`src/rtl/tone_generator.sv`:
```
// tone_generator: chatter-filtered square-wave speaker driver with boundary-aligned note changes (optional TONE_VOLUME_EN adds VOLUME PWM gating)
module tone_generator #(
    parameter int WIDTH         = 29,
    parameter int STABLE_CYCLES = 100000,
    parameter int MIN_HALF      = 2
) (
    input  logic             CLK,
    input  logic             RST,
    input  logic [WIDTH-1:0] frequency,
`ifdef TONE_VOLUME_EN
    input  logic [2:0]       VOLUME,
`endif
    output logic             SPEAKER,
    output logic             PLAYING,
    output logic             NOTE_START,
    output logic             NOTE_CHANGE
);
    localparam int SW = $clog2(STABLE_CYCLES + 1);
    localparam logic [SW-1:0] STAB = SW'(STABLE_CYCLES);
    localparam logic [WIDTH-1:0] MINH = WIDTH'(MIN_HALF);
    typedef enum logic {IDLE, PLAY} state_t;
    state_t state, state_n;
    logic [WIDTH-1:0] cand, qual, period_q, period_n, cnt, cnt_n;
    logic [SW-1:0] scnt, scnt_n;
    logic sq, sq_n, start_n, change_n, qual_valid, boundary;
    assign qual_valid = qual >= MINH;
    assign boundary = cnt == period_q - WIDTH'(1);
    // run length of the current input value, counting the edge that first sees it
    always_comb scnt_n = (frequency != cand) ? SW'(1) : (scnt < STAB) ? scnt + SW'(1) : scnt;
    // chatter filter: accept a value on the edge that completes its stable run
    always_ff @(posedge CLK or posedge RST) begin
        if (RST) begin
            cand <= '0;
            scnt <= '0;
            qual <= '0;
        end else begin
            cand <= frequency;
            scnt <= scnt_n;
            if (scnt_n == STAB) qual <= frequency;
        end
    end
    // next state: start, retune or stop only at half-period boundaries
    always_comb begin
        state_n  = state;
        period_n = period_q;
        cnt_n    = cnt;
        sq_n     = sq;
        start_n  = 1'b0;
        change_n = 1'b0;
        if (state == IDLE) begin
            cnt_n = '0;
            sq_n  = 1'b0;
            if (qual_valid) begin
                period_n = qual;
                sq_n     = 1'b1;
                start_n  = 1'b1;
                state_n  = PLAY;
            end
        end else if (boundary) begin
            cnt_n    = '0;
            sq_n     = qual_valid ? ~sq : 1'b0;
            state_n  = qual_valid ? PLAY : IDLE;
            change_n = qual_valid && (qual != period_q);
            period_n = change_n ? qual : period_q;
        end else begin
            cnt_n = cnt + WIDTH'(1);
        end
    end
    // state and registered outputs
    always_ff @(posedge CLK or posedge RST) begin
        if (RST) begin
            state       <= IDLE;
            period_q    <= '0;
            cnt         <= '0;
            sq          <= 1'b0;
            PLAYING     <= 1'b0;
            NOTE_START  <= 1'b0;
            NOTE_CHANGE <= 1'b0;
        end else begin
            state       <= state_n;
            period_q    <= period_n;
            cnt         <= cnt_n;
            sq          <= sq_n;
            PLAYING     <= state_n == PLAY;
            NOTE_START  <= start_n;
            NOTE_CHANGE <= change_n;
        end
    end
`ifdef TONE_VOLUME_EN
    logic [2:0] pwm;
    // free-running duty counter for volume gating
    always_ff @(posedge CLK or posedge RST) begin
        if (RST) pwm <= '0;
        else pwm <= pwm + 3'd1;
    end
    assign SPEAKER = sq & ({1'b0, pwm} < ({1'b0, VOLUME} + 4'd1));
`else
    assign SPEAKER = sq;
`endif
endmodule

```
`config.mk`:
```
export PLATFORM = sky130hd
export DESIGN_NAME = tone_generator
export DESIGN_NICKNAME = d
export VERILOG_FILES = /design/src/rtl/tone_generator.sv
export SDC_FILE = /design/constraint.sdc
export NUM_CORES = 1
export LEC_CHECK = 0
export BUFFER_PORTS_ARGS = -buffer_cell sky130_fd_sc_hd__buf_2
export CELL_PAD_IN_SITES_DETAIL_PLACEMENT = 0
export CELL_PAD_IN_SITES_GLOBAL_PLACEMENT = 1
export CORE_ASPECT_RATIO = 1.75
export CORE_MARGIN = 5
export CORE_UTILIZATION = 35
export DETAILED_ROUTE_END_ITERATION = 8
export PLACE_DENSITY_LB_ADDON = 0.1
export SYNTH_ARGS = -nofsm -noshare
export SYNTH_HDL_FRONTEND = slang
export SYNTH_SLANG_ARGS = --single-unit
export TNS_END_PERCENT = 20
```
`constraint.sdc`:
```
create_clock -name CLK -period 5.3 [get_ports CLK]
set_input_delay 1.06 -clock CLK [delete_from_list [all_inputs] [get_ports CLK]]
set_output_delay 1.06 -clock CLK [all_outputs]
set_load 0.01 [all_outputs]
```
== Word-level counts from Yosys, hierarchy flattened ==
Cells that the tools add are included.
Cells by class
  divide/modulo/power cells: 0
  shift operators: 0
  $mul: 0
  reductions and logical operators: 3
  bitwise gates (word level): 1
  add/subtract/negate cells: 3
  mux-type cells: 17
  magnitude comparators: 2
  eq/ne operators: 6
Operators with widths (count)
  29-bit two-way mux: 6
  29-bit != test: 2
  17-bit two-way mux: 2
  29-bit by 1-bit adder with 29-bit output (second input constant): 1
  29-bit == test: 1
  29-bit by 2-bit >= comparator with 1-bit output (second input constant): 1
  29-bit by 1-bit subtractor with 29-bit output (second input constant): 1
  17-bit by 1-bit adder with 17-bit output (second input constant): 1
  17-bit == test (second input constant): 1
  17-bit less-than comparator (second input constant): 1
  1-bit two-way mux: 9
  2-bit by 1-bit != test with 1-bit output (second input constant): 2
  3-bit AND reduction: 1
  2-bit nonzero test: 1
  1-bit logical AND: 1
  1-bit inverter: 1
Word-level totals
  memory bits (writable): 0
  memory bits (read-only): 0
  bits in latches: 0
  word-level logic and storage cells: 41
  bits in registers: 137
  memories: 0

== Logic depth before layout (Yosys ltp) ==
  depth in word-level cells: 5
  mapped depth: 13

== Least setup slack after synthesis ==
No wires, ideal clock.
  path type: register -> register
  start point: reg period_q[0]
  end point: reg period_q[10]
  period minus slack after synthesis: 3422 ps
  library setup time: 127 ps
  arrival: 3295 ps
  stages on the path, launching flop included: 14
  setup slack: 1878 ps
  path through: dfrtp_1 -> clkbuf_1 -> inv_1 -> ha_1 -> or4b_4 -> nor3_1 -> a31oi_1 -> or2_0 -> or4b_1 -> nor4_2 -> a41o_1 -> buf_4 -> buf_6 -> mux2_1
On the way
  longest elaborated chain between the ends: 4
  elaborated cells between the ends (all ways): 7
  those cells by class: 1 x add/sub; 4 x eq/ne; 2 x reduce/logical
RTL lines
  from (decl): line 23  | logic [WIDTH-1:0] cand, qual, period_q, period_n, cnt, cnt_n;
  from (signal assigned): line 81  | period_q <= period_n;
  29-bit by 1-bit subtractor with 29-bit output or 29-bit != test (tied branches): line 27, 63
  29-bit == test or 1-bit logical AND (tied branches): line 27, 63
  2-bit by 1-bit != test with 1-bit output (no source line)
  3-bit AND reduction (no source line) (*)
Mark *: on every way between the ends. The rest lies on a longest branch, timed or not.
A chain may end at the register's enable or synchronous reset.

== Worst setup path in the final report ==
  start point: reg period_q[5]
  end point: reg period_q[18]
The elaborated chain is that of the path after synthesis.

==> load_flow_metrics.sql <==
INSERT INTO impl_metrics (metric_group, metric, value, unit) VALUES
('floorplanning', 'design.die.area', '23900', 'um2'),
('placed_design', 'numPlacedInstances', '935', ''),
('logic_synthesis', 'synth.avg_cell_area', '10.66', 'um2'),
('cts', 'cts_htree_levels', '4', ''),
('routing', 'wirelength', '18540', 'um'),
('cts', 'post_cts.repair.setup_buffers', '0', ''),
('power_and_ir_drop', 'vdd_drop_max', '0.0002305', 'V'),
('placed_design', 'port_buffers', '34', ''),
('setup_path', 'critPathArrivalTime', '4.24', 'ns'),
('placed_design', 'dpl.hpwl', '14150', 'um'),
('power_and_ir_drop', 'power.density', '272.7', 'nW/um2'),
('routing', 'detail_route.vias_per_cell', '5.300', ''),
('cts', 'insertion_delay', '0.42', 'ns'),
('floorplanning', 'initial_core_util', '0.3573', ''),
('routing', 'vias', '5120', ''),
('cts', 'cts.sink_count', '137', ''),
('cts', 'ctsResizeCount', '0', ''),
('logic_synthesis', 'ys_dominant_reg_cell', 'sky130_fd_sc_hd__dfrtp_1', ''),
('power_and_ir_drop', 'total_power', '0.002231', 'W'),
('setup_path', 'worst-r2r-setup-slack', '1.36', 'ns'),
('global_route', 'grt_pass1_wl', '29810', 'um'),
('sta', 'final_critical_path_setup_slack', '1.361', 'ns'),
('finish', 'fin_cells', '966', ''),
('setup_path', 'worstPathRequired', '5.60', 'ns'),
('finish', 'finalNetCount', '740', ''),
('logic_synthesis', 'flip_flop_and_latch_count_after_synthesis', '137', ''),
('run', 'drv_cap', '0', ''),
('routing', 'post_drt_wl_per_cell', '19.19', 'um'),
('cts', 'clk_pin_slew_worst_paths', '0.06', 'ns'),
('floorplanning', 'dieWidth', '119.0', 'um'),
('sta', 'highest_clock_frequency_the_design_can_meet', '253.9', 'MHz'),
('routing', 'drtIter0Drc', '198', ''),
('hold_path', 'hold_path.class', 'flop to flop', ''),
('placed_design', 'dpl_worst_slack', '1.328', 'ns'),
('logic_synthesis', 'synth-seq-area-share', '0.4710', ''),
('floorplanning', 'core', '20370', 'um2'),
('floorplanning', 'fp-row-count', '69', ''),
('placed_design', 'dp_area', '7632', 'um2'),
('placed_design', 'gp_congestion', '0.8119', ''),
('sta', 'finalMaxSlewViolations', '0', ''),
('cts', 'cts-hold-fix-buffers', '0', ''),
('logic_synthesis', 'asyncSetResetFlopFracSynth', '1.000', ''),
('hold_path', 'whs_path_depth', '1', ''),
('finish', 'area_growth_syn_to_layout', '12.36', '%'),
('logic_synthesis', 'synth_nets', '717', ''),
('floorplanning', 'pin_count', '35', ''),
('cts', 'cts_tree', 'done', ''),
('setup_path', 'r2r_start', 'period_q[5]', ''),
('cts', 'cts_root_buffer', 'sky130_fd_sc_hd__clkbuf_16', ''),
('routing', 'drt_drc_violations_left', '0', ''),
('hold_path', 'holdCritStartpoint', 'cnt[0]', ''),
('sta', 'setup_violations', '0', ''),
('sta', 'tightest_slew', '1.027', 'ns'),
('hold_path', 'min_delay_worst_endpoint', 'cnt[0]', ''),
('logic_synthesis', 'mappedNetlistArea', '7279', 'um2'),
('setup_path', 'rr_endpoint', 'period_q[18]', ''),
('floorplanning', 'fp.dieH', '200.8', 'um'),
('cts', 'cts_inserted_buffers', '17', ''),
('logic_synthesis', 'synth.distinct_cells', '62', ''),
('setup_path', 'crit_start', 'period_q[5]', ''),
('finish', 'design_area', '8179', 'um2'),
('setup_path', 'worstRegToRegCells', '9', ''),
('logic_synthesis', 'syn-instance-count', '683', ''),
('routing', 'antenna_violating_nets_post_route', '0', ''),
('power_and_ir_drop', 'power.leakage', '3.616', 'nW'),
('setup_path', 'element_type_at_the_critical_path_start', 'flop', ''),
('logic_synthesis', 'synth_enable_flop_cells', '0', ''),
('global_route', 'grt_pass1_vias', '5409', ''),
('sta', 'hold_viol', '0', ''),
('sta', 'finalSetupTns', '0', 'ns'),
('run_status', 'outcome', 'complete, no violations', '');
-- final cells by class --
| class | instances | area [um2] |
|---|---|---|
| Fill cell | 1999 | 12200 |
| Multi-Input combinational cell | 504 | 3659 |
| Sequential cell | 137 | 3428 |
| Clock buffer | 20 | 446.7 |
| Tap cell | 248 | 310.3 |
| Timing Repair Buffer | 38 | 200.2 |
| Clock inverter | 11 | 100.1 |
| Inverter | 8 | 35.03 |
-- state kept, by name, summed over array words and instances (netlist names) --
name and count:
scnt 17, state 1, NOTE_START 1, cnt 29, SPEAKER 1, cand 29
period_q 29, qual 29, NOTE_CHANGE 1
-- routing by layer --
layer,share of wire,vias up,track usage
li1,-,2454,-
met1,0.37,2554,0.1661
met2,0.56,80,0.3010
met3,0.024,32,0.03129
met4,0.045,0,0.09242
met5,0,-,0
-- worst max-delay path: stages, from the launching register on --
cell and delay, ns:
sky130_fd_sc_hd__dfrtp_1 0.49, sky130_fd_sc_hd__nor4_4 0.47, sky130_fd_sc_hd__nand4_1 0.51, sky130_fd_sc_hd__nor4_1 0.46, sky130_fd_sc_hd__xnor2_1 0.17, sky130_fd_sc_hd__or3b_2 0.47, sky130_fd_sc_hd__nor4_2 0.31, sky130_fd_sc_hd__a41o_1 0.20
sky130_fd_sc_hd__buf_4 0.35, sky130_fd_sc_hd__mux2_2 0.38
-- cell usage after synthesis (15+ instances only) --
cell type                    n  share of area
sky130_fd_sc_hd__nand4_1    26          0.022
sky130_fd_sc_hd__nand2_1    35          0.018
sky130_fd_sc_hd__mux2_2     44          0.068
sky130_fd_sc_hd__nand3_1    21          0.014
sky130_fd_sc_hd__clkbuf_1   19         0.0098
sky130_fd_sc_hd__mux2_1     15          0.023
sky130_fd_sc_hd__xnor2_1    78          0.094
sky130_fd_sc_hd__xor2_1     59          0.071
sky130_fd_sc_hd__nor2_1     67          0.035
sky130_fd_sc_hd__nor4_1     26          0.022
sky130_fd_sc_hd__dfrtp_1   137           0.47
sky130_fd_sc_hd__nor3_1     20          0.014
-- placed cells by master, fill, tap and decap left out, types with 7 or more instances in the layout --
| cell type | count |
|---|---|
| sky130_fd_sc_hd__nand4_1 | 26 |
| sky130_fd_sc_hd__nor2_1 | 67 |
| sky130_fd_sc_hd__xnor2_1 | 78 |
| sky130_fd_sc_hd__nor4_1 | 25 |
| sky130_fd_sc_hd__inv_1 | 7 |
| sky130_fd_sc_hd__a21oi_1 | 8 |
| sky130_fd_sc_hd__mux2_1 | 15 |
| sky130_fd_sc_hd__and3_1 | 9 |
| sky130_fd_sc_hd__and2_1 | 8 |
| sky130_fd_sc_hd__clkbuf_16 | 17 |
| sky130_fd_sc_hd__nand2_1 | 35 |
| sky130_fd_sc_hd__buf_2 | 34 |
| sky130_fd_sc_hd__nand3_1 | 21 |
| sky130_fd_sc_hd__nor3_1 | 20 |
| sky130_fd_sc_hd__xor2_1 | 59 |
| sky130_fd_sc_hd__dfrtp_1 | 137 |
| sky130_fd_sc_hd__nor2b_1 | 7 |
| sky130_fd_sc_hd__mux2_2 | 44 |
-- how the worst max path moves through the flow --
stage / slack, ns / cells after the start / to
finish: 1.36 / 9 / period_q[18]
global route: 1.05 / 8 / cnt[22]
global placement: 1.42 / 10 / cnt[4]
detailed placement: 1.33 / 10 / cnt[20]
floorplan: 0.57 / 1 / NOTE_CHANGE
CTS: 1.33 / 10 / cnt[20]
-- logic make-up (layout without fill, tap and decap cells) --
| kind of cell | after synthesis | after routing | share of synthesized area |
|---|---|---|---|
| multiplexers | 61 | 61 | 0.09402 |
| flip-flops | 137 | 137 | 0.4710 |
| adder cells (fa/ha/maj) | 3 | 3 | 0.005157 |
| AND/OR/NAND/NOR | 259 | 259 | 0.1941 |
| AO/OA/AOI/OAI | 44 | 44 | 0.04366 |
| buffers and inverters | 42 | 77 | 0.02733 |
| XOR/XNOR | 137 | 137 | 0.1648 |
-- report_power, final --
group / total, W / internal (W) / switching (W)
registers: 0.00106 / 0.00106 / 0.00000487
clock network: 0.00110 / 0.000654 / 0.000449
logic: 0.0000657 / 0.0000224 / 0.0000433
total: 0.00223 / 0.00173 / 0.000497
-- metrics by stage --
step	utilization	hold WS (ns)
3_5_place_dp	0.3746	0.5184
5_1_grt	0.4014	0.5540
4_1_cts	0.4014	0.5264
2_1_floorplan	-	0.4659
3_3_place_gp	0.3746	0.5211
6_report	0.4014	0.5221
Power figures use the tool's default switching activity.
